[config.mk]
export PLATFORM = sky130hd
export DESIGN_NAME = gen_fip_sign_extremum_finder_flat
export DESIGN_NICKNAME = d
export VERILOG_FILES = /design/src/rtl/gen_fip_sign_extremum_finder_if.sv /design/src/rtl/gen_fip_sign_extremum_finder.sv /design/src/flat_wrapper.sv
export SDC_FILE = /design/constraint.sdc
export NUM_CORES = 1
export LEC_CHECK = 0
export ABC_AREA = 1
export CAP_MARGIN = 20
export CORE_MARGIN = 3
export CORE_UTILIZATION = 43
export CTS_CLUSTER_DIAMETER = 120
export CTS_CLUSTER_SIZE = 14
export DETAILED_ROUTE_END_ITERATION = 8
export GPL_TIMING_DRIVEN = 0
export MAX_ROUTING_LAYER = met4
export PLACE_DENSITY_LB_ADDON = 0.15
export SLEW_MARGIN = 0
export SYNTH_ARGS = -nofsm -noshare
export SYNTH_HDL_FRONTEND = slang
export SYNTH_SLANG_ARGS = --single-unit
[constraint.sdc]
create_clock -name clk -period 1.9 [get_ports clk]
set_input_delay 0.57 -clock clk [delete_from_list [all_inputs] [get_ports clk]]
set_output_delay 0.57 -clock clk [all_outputs]
set_load 0.01 [all_outputs]
[src/rtl/gen_fip_sign_extremum_finder_if.sv]
// Sample-stream / result bundle for gen_fip_sign_extremum_finder.
//   master : drives i_start_pls, i_mode, i_valid and i_num. Reads the results.
//   slave  : the finder. Drives o_busy, o_done_pls, o_ext_num and o_ext_idx.
// W and IDX_W are derived here so that both ends agree on the widths.
interface gen_fip_sign_extremum_finder_if #(
    parameter int INT_W     = 2,
    parameter int FRACT_W   = 4,
    parameter int NUM_ELEMS = 4
);
    localparam int W     = INT_W + FRACT_W;
    localparam int IDX_W = ($clog2(NUM_ELEMS) > 1) ? $clog2(NUM_ELEMS) : 1;

    logic             i_start_pls;
    logic             i_mode;
    logic             i_valid;
    logic [W-1:0]     i_num;
    logic             o_busy;
    logic             o_done_pls;
    logic [W-1:0]     o_ext_num;
    logic [IDX_W-1:0] o_ext_idx;

    modport master (
        output i_start_pls, i_mode, i_valid, i_num,
        input  o_busy, o_done_pls, o_ext_num, o_ext_idx
    );

    modport slave (
        input  i_start_pls, i_mode, i_valid, i_num,
        output o_busy, o_done_pls, o_ext_num, o_ext_idx
    );
endinterface

[src/rtl/gen_fip_sign_extremum_finder.sv]
// Streaming signed fixed-point extremum finder.
// A start pulse in IDLE latches the mode (0 = max, 1 = min).
// The block then accepts NUM_ELEMS valid samples and tracks the running extremum and its
// zero-based arrival index. It reports the result with a one-cycle done pulse.
// Ports:
//   clk   : clock
//   rstn  : synchronous active-low reset
//   bus   : slave side of gen_fip_sign_extremum_finder_if
//           (start/mode/valid/num in, busy/done/ext_num/ext_idx out)
module gen_fip_sign_extremum_finder #(
    parameter int INT_W     = 2,
    parameter int FRACT_W   = 4,
    parameter int NUM_ELEMS = 4
) (
    input  logic                           clk,
    input  logic                           rstn,
    gen_fip_sign_extremum_finder_if.slave  bus
);
    localparam int W     = INT_W + FRACT_W;
    localparam int IDX_W = ($clog2(NUM_ELEMS) > 1) ? $clog2(NUM_ELEMS) : 1;
    localparam logic [IDX_W-1:0] LAST_IDX = IDX_W'(NUM_ELEMS - 1);

    typedef enum logic [1:0] {
        IDLE,
        COLLECT,
        DONE
    } state_t;

    state_t           state_q, state_d;
    logic [IDX_W-1:0] cnt_q, cnt_d;
    logic             mode_q, mode_d;
    logic [W-1:0]     ext_num_q, ext_num_d;
    logic [IDX_W-1:0] ext_idx_q, ext_idx_d;
    logic             busy_q, busy_d;
    logic             done_q, done_d;
    logic             better;

    always_comb begin
        state_d   = state_q;
        cnt_d     = cnt_q;
        mode_d    = mode_q;
        ext_num_d = ext_num_q;
        ext_idx_d = ext_idx_q;
        better    = 1'b0;

        case (state_q)
            IDLE: begin
                if (bus.i_start_pls) begin
                    state_d = COLLECT;
                    mode_d  = bus.i_mode;
                    cnt_d   = '0;
                end
            end
            COLLECT: begin
                if (bus.i_valid) begin
                    // A full-width signed compare orders the most negative code
                    // correctly. A strict compare keeps the earliest index on ties.
                    if (mode_q)
                        better = $signed(bus.i_num) < $signed(ext_num_q);
                    else
                        better = $signed(bus.i_num) > $signed(ext_num_q);
                    if (cnt_q == '0 || better) begin
                        ext_num_d = bus.i_num;
                        ext_idx_d = cnt_q;
                    end
                    // The counter stops at the last index, so it never wraps.
                    if (cnt_q == LAST_IDX)
                        state_d = DONE;
                    else
                        cnt_d = cnt_q + IDX_W'(1);
                end
            end
            DONE: begin
                state_d = IDLE;
            end
            default: begin
                state_d = IDLE;
            end
        endcase

        // Status outputs are registered from the next state, so they line up with it.
        busy_d = (state_d != IDLE);
        done_d = (state_d == DONE);
    end

    always_ff @(posedge clk) begin
        if (!rstn) begin
            state_q   <= IDLE;
            cnt_q     <= '0;
            mode_q    <= 1'b0;
            ext_num_q <= '0;
            ext_idx_q <= '0;
            busy_q    <= 1'b0;
            done_q    <= 1'b0;
        end else begin
            state_q   <= state_d;
            cnt_q     <= cnt_d;
            mode_q    <= mode_d;
            ext_num_q <= ext_num_d;
            ext_idx_q <= ext_idx_d;
            busy_q    <= busy_d;
            done_q    <= done_d;
        end
    end

    assign bus.o_busy     = busy_q;
    assign bus.o_done_pls = done_q;
    assign bus.o_ext_num  = ext_num_q;
    assign bus.o_ext_idx  = ext_idx_q;
endmodule

[src/flat_wrapper.sv]
// flat-port wrapper written by rule: the top's interface ports become plain ports
module gen_fip_sign_extremum_finder_flat 
#(
    parameter int INT_W     = 2,
    parameter int FRACT_W   = 4,
    parameter int NUM_ELEMS = 4
)
  (clk, rstn, bus_i_start_pls, bus_i_mode, bus_i_valid, bus_i_num, bus_o_busy, bus_o_done_pls, bus_o_ext_num, bus_o_ext_idx);
  gen_fip_sign_extremum_finder_if #(.INT_W(INT_W), .FRACT_W(FRACT_W), .NUM_ELEMS(NUM_ELEMS)) bus_i ();
  input  logic clk;
  input  logic rstn;
  input wire logic [$bits(bus_i.i_start_pls)-1:0] bus_i_start_pls;
  input wire logic [$bits(bus_i.i_mode)-1:0] bus_i_mode;
  input wire logic [$bits(bus_i.i_valid)-1:0] bus_i_valid;
  input wire logic [$bits(bus_i.i_num)-1:0] bus_i_num;
  output wire logic [$bits(bus_i.o_busy)-1:0] bus_o_busy;
  output wire logic [$bits(bus_i.o_done_pls)-1:0] bus_o_done_pls;
  output wire logic [$bits(bus_i.o_ext_num)-1:0] bus_o_ext_num;
  output wire logic [$bits(bus_i.o_ext_idx)-1:0] bus_o_ext_idx;
  assign bus_i.i_start_pls = bus_i_start_pls;
  assign bus_i.i_mode = bus_i_mode;
  assign bus_i.i_valid = bus_i_valid;
  assign bus_i.i_num = bus_i_num;
  assign bus_o_busy = bus_i.o_busy;
  assign bus_o_done_pls = bus_i.o_done_pls;
  assign bus_o_ext_num = bus_i.o_ext_num;
  assign bus_o_ext_idx = bus_i.o_ext_idx;
  gen_fip_sign_extremum_finder #(.INT_W(INT_W), .FRACT_W(FRACT_W), .NUM_ELEMS(NUM_ELEMS)) u_core (.clk(clk), .rstn(rstn), .bus(bus_i));
endmodule
# Word-level counts from Yosys, hierarchy flattened
# Index checks and enable logic that the tools add are counted.
# word_totals
regBits	15
wordCells	35
# op_classes
addsub	1
magnitude_cmp	2
n_eq_ne	6
mux	11
reduce_logical	8
# ops
cell	n
$mux W2	6
$pmux W2 S2	2
$gt A6 B6 Y1	1
$lt A6 B6 Y1	1
$ne A2 B2 Y1 const B	3
$eq A2 B2 Y1 const B	2
$logic_not A2 Y1	2
$reduce_and A4 Y1	1
$reduce_bool A2 Y1	2
$mux W1	3
$reduce_and A3 Y1	1
$add A2 B1 Y2 const B	1
$eq A2 B1 Y1 const B	1
$reduce_and A2 Y1	1
$logic_or A1 B1 Y1	1

# Depth between registers and ports, before layout
# Gate-level depths: netlist of run 1.
# logic_depth
word_depth	6
mapped_depth	14
ltp_nobuf	13

# Least setup slack after synthesis of run 1
# Ideal clock, no wire load.
# synth_timing
path_type	input -> register
start	in bus_i_num[5]
end	reg u_core.ext_num_q[0] (netlist: u_core.bus.o_ext_num[0])
arrival_ns	1.773
required_ns	1.785
slack_ns	0.012
path_stages	8
path_buffers	1
path_cell_list	ha_1 -> a21oi_1 -> nand4_1 -> nand3_2 -> nand3_4 -> buf_6 -> a21oi_1 -> nor2_1
# synth_between
elab_chain_cells	6
# synth_rtl
element	line	source
start: declaration	flat_wrapper.sv:15	input wire logic [$bits(bus_i.i_num)-1:0] bus_i_num;
$gt A6 B6 Y1 or $lt A6 B6 Y1 (tied branches)	gen_fip_sign_extremum_finder.sv:61, gen_fip_sign_extremum_finder.sv:59	
$mux W1 *	gen_fip_sign_extremum_finder.sv:58	if (mode_q)
$mux W1 *	gen_fip_sign_extremum_finder.sv:55	if (bus.i_valid) begin
$mux W1 *	gen_fip_sign_extremum_finder.sv:46	case (state_q)
$logic_or A1 B1 Y1 *	gen_fip_sign_extremum_finder.sv:62	if (cnt_q == '0 || better) begin
$reduce_and A3 Y1 (no source line) *	n/a	
end signal: assignment	gen_fip_sign_extremum_finder.sv:99	ext_num_q <= ext_num_d;
end: declaration	gen_fip_sign_extremum_finder.sv:32	logic [W-1:0] ext_num_q, ext_num_d;
# Mark *: on every way between the ends. The rest lies on a longest branch, timed or not. The select of a mux whose other input is x is not followed.
# A chain may end at the register's enable or synchronous reset.

# Final worst setup path of run 1
# layout_timing
start	in bus_i_num[1]
end	reg u_core.ext_num_q[1] (netlist: u_core.bus.o_ext_num[1])
# layout_between
elab_chain_cells	6
# layout_rtl
element	line
$gt A6 B6 Y1 or $lt A6 B6 Y1 (tied branches)	gen_fip_sign_extremum_finder.sv:61, gen_fip_sign_extremum_finder.sv:59
$mux W1	gen_fip_sign_extremum_finder.sv:58
$mux W1	gen_fip_sign_extremum_finder.sv:55
$mux W1	gen_fip_sign_extremum_finder.sv:46
$logic_or A1 B1 Y1	gen_fip_sign_extremum_finder.sv:62
$reduce_and A3 Y1 (no source line)	n/a
# Several ways; a longest one is shown, not always the timed one. The select of a mux whose other input is x is not followed.

==> results of run 1 <==
[layout make-up]
| cell class | count | share of cell area, % |
|---|---|---|
| inverters | 25 | 7.324 |
| clock buffers | 4 | 2.051 |
| well taps | 25 | 2.441 |
| multi-input cells | 77 | 43.85 |
| plain buffers | 3 | 2.148 |
| flip-flops and latches | 15 | 23.63 |
| repair buffers | 24 | 18.55 |
[repair_timing]
action,CTS,global route
pin swaps,14,15
gates cloned,1,0
endpoints found under the setup margin,8,8
endpoints found under the hold margin,0,0
buffers inserted,4,0
resized for setup,24,18
[worst max path at each step]
stage               slack (ps)  cells past startpoint         start                 endpoint
floorplan                   10                      8  bus_i_num[5]  u_core.bus.o_ext_num[0]
global placement          -560                     12  bus_i_num[5]  u_core.bus.o_ext_num[2]
detailed placement        -640                     12  bus_i_num[5]  u_core.bus.o_ext_num[3]
CTS                         10                     12  bus_i_num[4]  u_core.bus.o_ext_idx[1]
global route               -10                     12  bus_i_num[2]  u_core.bus.o_ext_num[0]
finish                      50                     12  bus_i_num[1]  u_core.bus.o_ext_num[1]
[worst max-delay path, cell delays in order]
cell           delay (ps)
dlygate4sd2_1         260
ha_4                  270
nand2_1                60
nand2_1               100
nand2_2                90
nand3_2                80
nand2_1                60
nand3_2                80
nand3_4               120
buf_16                170
a21oi_2               110
nor2_1                 50
[stage by stage]
stage / hold WS (ps) / TNS [ps]
global placement: 471.1 / -4483
global route: 522.3 / -40.74
CTS: 494.2 / 0
detailed placement: 480.1 / -5130
finish: 482.1 / 0
floorplan: 491.6 / 0
[report_power, final]
part | switching (mW) | total [mW] | internal [mW]
clock network | 0.102 | 0.183 | 0.0813
logic | 0.161 | 0.320 | 0.158
registers | 0.0167 | 0.354 | 0.338
[Yosys cell counts]
cell	number	share of area, %
a21oi_1	14	8.0
nand3_2	5	5.7
o21ai_0	1	0.57
nor3_1	2	1.1
buf_6	1	1.3
buf_2	1	0.57
buf_4	1	0.86
a31oi_1	1	0.72
nor2_2	2	1.4
inv_1	25	11
ha_1	8	11
nand2_2	1	0.72
nand3_1	6	3.4
nand3_4	1	2.0
nand4_1	2	1.4
nand2_1	20	8.6
dfxtp_1	15	34
nor2_1	12	5.2
a211oi_1	2	1.7
[cell families (layout without fill, tap and decap cells)]
logic type / Yosys count / in the layout
simple gates: 51 / 51
buf+inv: 28 / 56
compound gates: 18 / 18
flops: 15 / 15
fa+ha+maj: 8 / 8
[state kept, by name, summed over array words and instances (netlist names)]
signal	count
u_core.bus.o_done_pls	1
u_core.state_q	2
u_core.bus.o_ext_idx	2
u_core.cnt_q	2
u_core.mode_q	1
u_core.bus.o_ext_num	6
u_core.bus.o_busy	1
[per-layer routing]
metal	vias up	part of all wire (%)
met4	0	2.9
met2	20	52
met3	6	4.4
met5	-	0
li1	437	-
met1	395	41
==> reports/qor.log, run 1 <==
INFO  min_path       timing.hold.worst.class=register to register
INFO  power          power_density=668.9mW/mm^2
INFO  clock_network  path_clk_slew=80ps
INFO  critical_path  worstReg2RegEnd=u_core.bus.o_ext_num[1]
INFO  floorplanning  placement_rows=15
INFO  placed_design  port-buffer-count=19
INFO  drt            drc=0
INFO  clock_network  cts_made_buffers=3
INFO  timing         setup_viol=0
INFO  yosys          yosys.area_share.xor_xnor=0%
INFO  global_routing grt_antenna_before_repair=0
INFO  yosys          avgSynthCellArea=7.278squm
INFO  clock_network  clock_insertion_delay_worst_skew=280ps
INFO  cells_and_area layout-drive-gt1-share=29.73%
INFO  drt            detailedRoute.firstIterationViolations=18
INFO  timing         timing.max_slew.rel_slack=75.49%
INFO  power          fin_total_pwr=857.0uW
INFO  global_routing globalRoute.totalOverflow=0
INFO  cells_and_area final_core_util=70.38%
INFO  clock_network  cts.htree.levels=1
INFO  cells_and_area fill_cell_count=149
INFO  flow_run       cap_viol_max_count=0
INFO  yosys          yosys_warnings=0
INFO  timing         fin_worst_skew=16.63ps
INFO  clock_network  cts_max_path_buffers=2
INFO  yosys          mappedNetlistArea=873.3squm
INFO  yosys          synth_cells=120
INFO  min_path       hold_path_depth=2
INFO  clock_network  cts.sinks=15
INFO  cells_and_area antenna_diode_count=0
INFO  yosys          synth-seq-cells=15
INFO  critical_path  worstSetupStartpointType=input pin
INFO  global_routing globalRouteTotalUtil=16.74%
INFO  floorplanning  boundaryPins=21
INFO  yosys          yosys-mux-area-fraction=0%
INFO  placed_design  place.gp.congestion=0.7933
INFO  critical_path  path_class=input pin to register
INFO  cells_and_area area.growth.synth_to_final=46.70%
INFO  drt            routed-via-count=858
INFO  critical_path  timing.rr.start=u_core.bus.o_ext_num[5]
INFO  cells_and_area layout.area.seq=302.8squm
INFO  yosys          synth.yosys.seq_area_share=34.38%
INFO  yosys          synth_top_family_by_area=simple AND/OR/NAND/NOR gates
INFO  timing         maxClockFrequency=540.4MHz
INFO  global_routing met2_resource_use_gr=31.33%
INFO  drt            routed_wire_length=2000um
INFO  cells_and_area number_of_nets_at_the_end_of_the_flow=168
INFO  clock_network  ctsRootBufferMaster=clkbuf_4
INFO  global_routing grt-busiest-layer=met2
INFO  critical_path  critical_path_fanouts_max=5
INFO  global_routing grt_pass1_wl=3194um
INFO  drt            drt_first_pass_iters=4
INFO  yosys          fraction_of_the_mapped_netlist_area_in_simple_logic_gates=29.66%
INFO  drt            drt-wirelength-per-cell=11.56um
INFO  timing         slew_violations=0
INFO  timing         hold_violations=0
INFO  global_routing via_count_of_the_first_global_routing_pass=800
INFO  cells_and_area most-common-layout-cells=24 x inv_1, 16 x nand2_1, 13 x clkdlybuf4s50_1, 13 x dfxtp_1, 12 x nor2_1
INFO  min_path       whs_endpoint=u_core.bus.o_ext_idx[1]
INFO  yosys          synth_adder_area_share=11.46%
INFO  timing         post-route-worst-setup-slack=49.56ps
INFO  floorplanning  core=0.001821sqmm
INFO  drt            antenna_left=0
INFO  global_routing grtUsageMet1=16.34%
INFO  critical_path  timing.critical_path.arrival=2020ps
INFO  outcome        outcome=completed
INFO  placed_design  place.detailed.instances=164
INFO  yosys          synth.distinct_cells=19
INFO  critical_path  reg2reg_slack=90ps
INFO  critical_path  crit_path_required_time=2070ps
INFO  floorplanning  initial_core_util=47.97%
INFO  drt            avgViaCountPerCell=4.960
INFO  yosys          fraction_of_the_mapped_netlist_area_in_compound_gates=11.03%
INFO  min_path       min_from=u_core.bus.o_ext_idx[1]
INFO  clock_network  cts_tree=done
INFO  cells_and_area postLayoutCellArea=0.001281sqmm
INFO  cells_and_area multi_input_comb_area=561.8squm
INFO  cells_and_area layout.cells.most_common=inv_1
INFO  floorplanning  fp.dieArea=0.002608sqmm
INFO  placed_design  postPlaceCellArea=0.001095sqmm
INFO  cells_and_area instances_no_fill=173
INFO  clock_network  ctsHoldBuffers=0
INFO  global_routing gr-usage-met3=3.790%
INFO  critical_path  timing.critical_path.to_type=register
INFO  timing         layout_min_cycle_time=1850ps
INFO  floorplanning  die_y=51.07um
INFO  floorplanning  die-width=51.07um
INFO  timing         transition_time_of_the_tightest_slew_check_pin=367.2ps
INFO  critical_path  r2r.worst_path.cells=12
INFO  yosys          synth_nets=139
INFO  power          p_leak=0.5688nW
INFO  placed_design  post-dp-hpwl=1359um
INFO  timing         period_share=97.39%
INFO  power          vdd_drop_max=0.0004611V
INFO  global_routing grt_start_max_net_pins=11
INFO  placed_design  pre_cts_ws=-641.7ps
Note: power is estimated with default switching activity, not from simulation.
==> run 2: changes to the inputs <==
Clock period 1.9 ns to 1.5 ns, I/O delays scaled along.
==> reports/qor.log, run 2 (synthesized netlist as in run 1, its figures left out) <==
INFO  critical_path  cpMostUsedCell=nand2_1
INFO  critical_path  crit_buf_inv=3 [+1]
INFO  timing         slew_violations=0 [unchanged]
INFO  cells_and_area max_ffs_per_register=6 [unchanged]
INFO  cells_and_area layout.cells.most_common=inv_1
INFO  drt            routed_wire_length=2344um [+17%]
INFO  clock_network  ctsHoldBuffers=0 [unchanged]
INFO  clock_network  cts_made_buffers=3 [unchanged]
INFO  cells_and_area number_of_nets_at_the_end_of_the_flow=179 [+6.5%]
INFO  critical_path  crit_path_required_time=1690ps [-380 ps]
INFO  floorplanning  fp.dieArea=0.002608sqmm [unchanged]
INFO  timing         setup_viol=8 [+8]
INFO  critical_path  timing.critical_path.arrival=1960ps [-60 ps]
INFO  global_routing globalRoute.totalOverflow=0 [unchanged]
INFO  placed_design  post-dp-hpwl=1496um [+10%]
INFO  cells_and_area most-common-layout-cells=22 x inv_1, 17 x nand2_1, 15 x buf_4, 11 x nor2_1, 11 x dlygate4sd2_1
INFO  outcome        outcome=finished with violations
INFO  drt            antenna_left=0 [unchanged]
INFO  placed_design  postPlaceCellArea=0.001194sqmm [+9.0%]
INFO  global_routing grt_pass1_wl=3670um [+15%]
INFO  flow_run       cap_viol_max_count=0 [unchanged]
INFO  timing         period_share=118.3%
INFO  floorplanning  die-width=51.07um [unchanged]
INFO  drt            routed-via-count=886 [+3.3%]
INFO  placed_design  port-buffer-count=19 [unchanged]
INFO  clock_network  cts.htree.levels=1 [unchanged]
INFO  cells_and_area postLayoutCellArea=0.001410sqmm [+10%]
INFO  timing         hold_violations=0 [unchanged]
INFO  floorplanning  core=0.001821sqmm [unchanged]
INFO  timing         layout_min_cycle_time=1774ps
INFO  power          power_density=799.5mW/mm^2 [+20%]
INFO  critical_path  critical_path_fanouts_max=5 [unchanged]
INFO  critical_path  timing.critical_path.slowest_cell_delay=300ps [+30 ps]
INFO  drt            drt_first_pass_iters=4 [unchanged]
INFO  drt            detailedRoute.firstIterationViolations=17 [-1]
INFO  cells_and_area antenna_diode_count=0 [unchanged]
INFO  cells_and_area fill_cell_count=124 [-17%]
INFO  outcome        violated_checks=negative setup slack
INFO  power          p_leak=0.6735nW [+18%]
INFO  global_routing via_count_of_the_first_global_routing_pass=918 [+15%]
INFO  drt            drt-wirelength-per-cell=12.74um [+10%]
INFO  placed_design  pre_cts_ws=-800.5ps [-158.8 ps]
INFO  cells_and_area area.growth.synth_to_final=61.46%
INFO  timing         rsz0062_at_grt=true
INFO  timing         maxClockFrequency=563.7MHz
INFO  drt            avgViaCountPerCell=4.815 [-2.9%]
INFO  timing         timing.max_slew.rel_slack=80.19% [+4.7 points]
INFO  timing         setup_tns=-1862ps [-1862 ps]
INFO  critical_path  path_class=input pin to register
INFO  critical_path  timing.critical_path.cells=clkdlybuf4s15_1 -> ha_4 -> nand2_1 -> nand2_1 -> nand2_2 -> nand3_2 -> nand2_1 -> nand3_2 -> nand3_4 -> buf_12 -> buf_8 -> a21oi_2 -> nor2_1
INFO  clock_network  ctsRootBufferMaster=clkbuf_4
INFO  drt            drc=0 [unchanged]
INFO  floorplanning  die_y=51.07um [unchanged]
INFO  critical_path  critical_path.slowest_cell=ha_4
INFO  global_routing grt_antenna_before_repair=0 [unchanged]
INFO  global_routing grt_start_max_net_pins=11 [unchanged]
INFO  power          vdd_drop_max=0.0006842V [+48%]
INFO  clock_network  cts_max_path_buffers=2 [unchanged]
INFO  clock_network  path_clk_slew=90ps [about the same]
INFO  timing         post-route-worst-setup-slack=-274.0ps [-323.5 ps]
INFO  clock_network  cts_tree=done
INFO  cells_and_area multi_input_comb_area=596.8squm [+6.2%]
INFO  critical_path  cell_family_with_the_largest_share_of_critical_path_delay=simple AND/OR/NAND/NOR gates
INFO  clock_network  cts.sinks=15 [unchanged]
INFO  cells_and_area layout.area.seq=306.5squm [+1.2%]
INFO  floorplanning  boundaryPins=21 [unchanged]
INFO  timing         final.hold.worst_slack=452.0ps [-30.10 ps]
INFO  floorplanning  initial_core_util=47.97% [unchanged]
INFO  floorplanning  placement_rows=15 [unchanged]
INFO  critical_path  worstSetupStartpointType=input pin
INFO  clock_network  clock_insertion_delay_worst_skew=290ps [about the same]
INFO  placed_design  place.gp.congestion=0.7152 [-9.8%]
INFO  timing         transition_time_of_the_tightest_slew_check_pin=297.1ps [-70.12 ps]
INFO  critical_path  timing.critical_path.to_type=register
INFO  timing         fin_worst_skew=2.992ps [-13.64 ps]
INFO  min_path       timing.hold.worst.class=input pin to register
INFO  global_routing globalRouteTotalUtil=19.09% [+2.4 points]
INFO  cells_and_area layout-drive-gt1-share=38.99% [+9.3 points]
-- run 2: repair_timing --
action,CTS,global route
setup endpoints to repair,20,10
resized for setup,31,7
pin swaps,11,8
buffers inserted,15,0
gates cloned,1,0
-- run 2: report_power, final --
| group | internal, mW | leakage (nW) | switching [mW] |
|---|---|---|---|
| sequential | 0.429 | 0.125 | 0.0184 |
| combinational | 0.223 | 0.533 | 0.221 |
| clock | 0.103 | 0.0150 | 0.133 |
-- run 2: tightest hold or removal path, delay by kind of cell --
family | cells | cell delay (ps)
buffers and inverters | 1 | 160
AND/OR/NAND/NOR | 2 | 100
-- run 2: worst paths after layout --
kind	from	end	slack (ps)	cells after the start
hold / removal	rstn	u_core.bus.o_ext_num[5]	450	3
hold reg to reg	u_core.bus.o_ext_num[1]	u_core.bus.o_ext_num[1]	490	2
setup / recovery	bus_i_num[1]	u_core.bus.o_ext_num[2]	-270	13
setup reg to reg	u_core.bus.o_ext_num[5]	u_core.bus.o_ext_num[2]	-260	13
-- run 2: stage by stage --
stage / std cells / util [%] / total power, mW
finish: 184 / 77.46 / 1.127
CTS: 184 / 75.81 / 1.104
global placement: 164 / 65.57 / 0.7858
floorplan: 120 / - / 0.6910
detailed placement: 164 / 65.57 / 0.7975
global route: 184 / 77.46 / 1.188
-- run 2: metal layers --
metal | vias up | global-route usage, % | share of wire (%)
met4 | 0 | 10.31 | 1.7
met1 | 403 | 19.10 | 42
met5 | - | - | 0
met2 | 15 | 35.19 | 53
met3 | 6 | 2.915 | 3.2
li1 | 462 | - | -
-- run 2: final cells by class --
| type | instances | area share, % |
|---|---|---|
| Buffer | 3 | 1.952 |
| Clock buffer | 4 | 1.863 |
| Inverter | 25 | 6.655 |
| Multi-Input combinational cell | 77 | 42.32 |
| Sequential cell | 15 | 21.74 |
| Tap cell | 25 | 2.218 |
| Timing Repair Buffer | 35 | 23.25 |
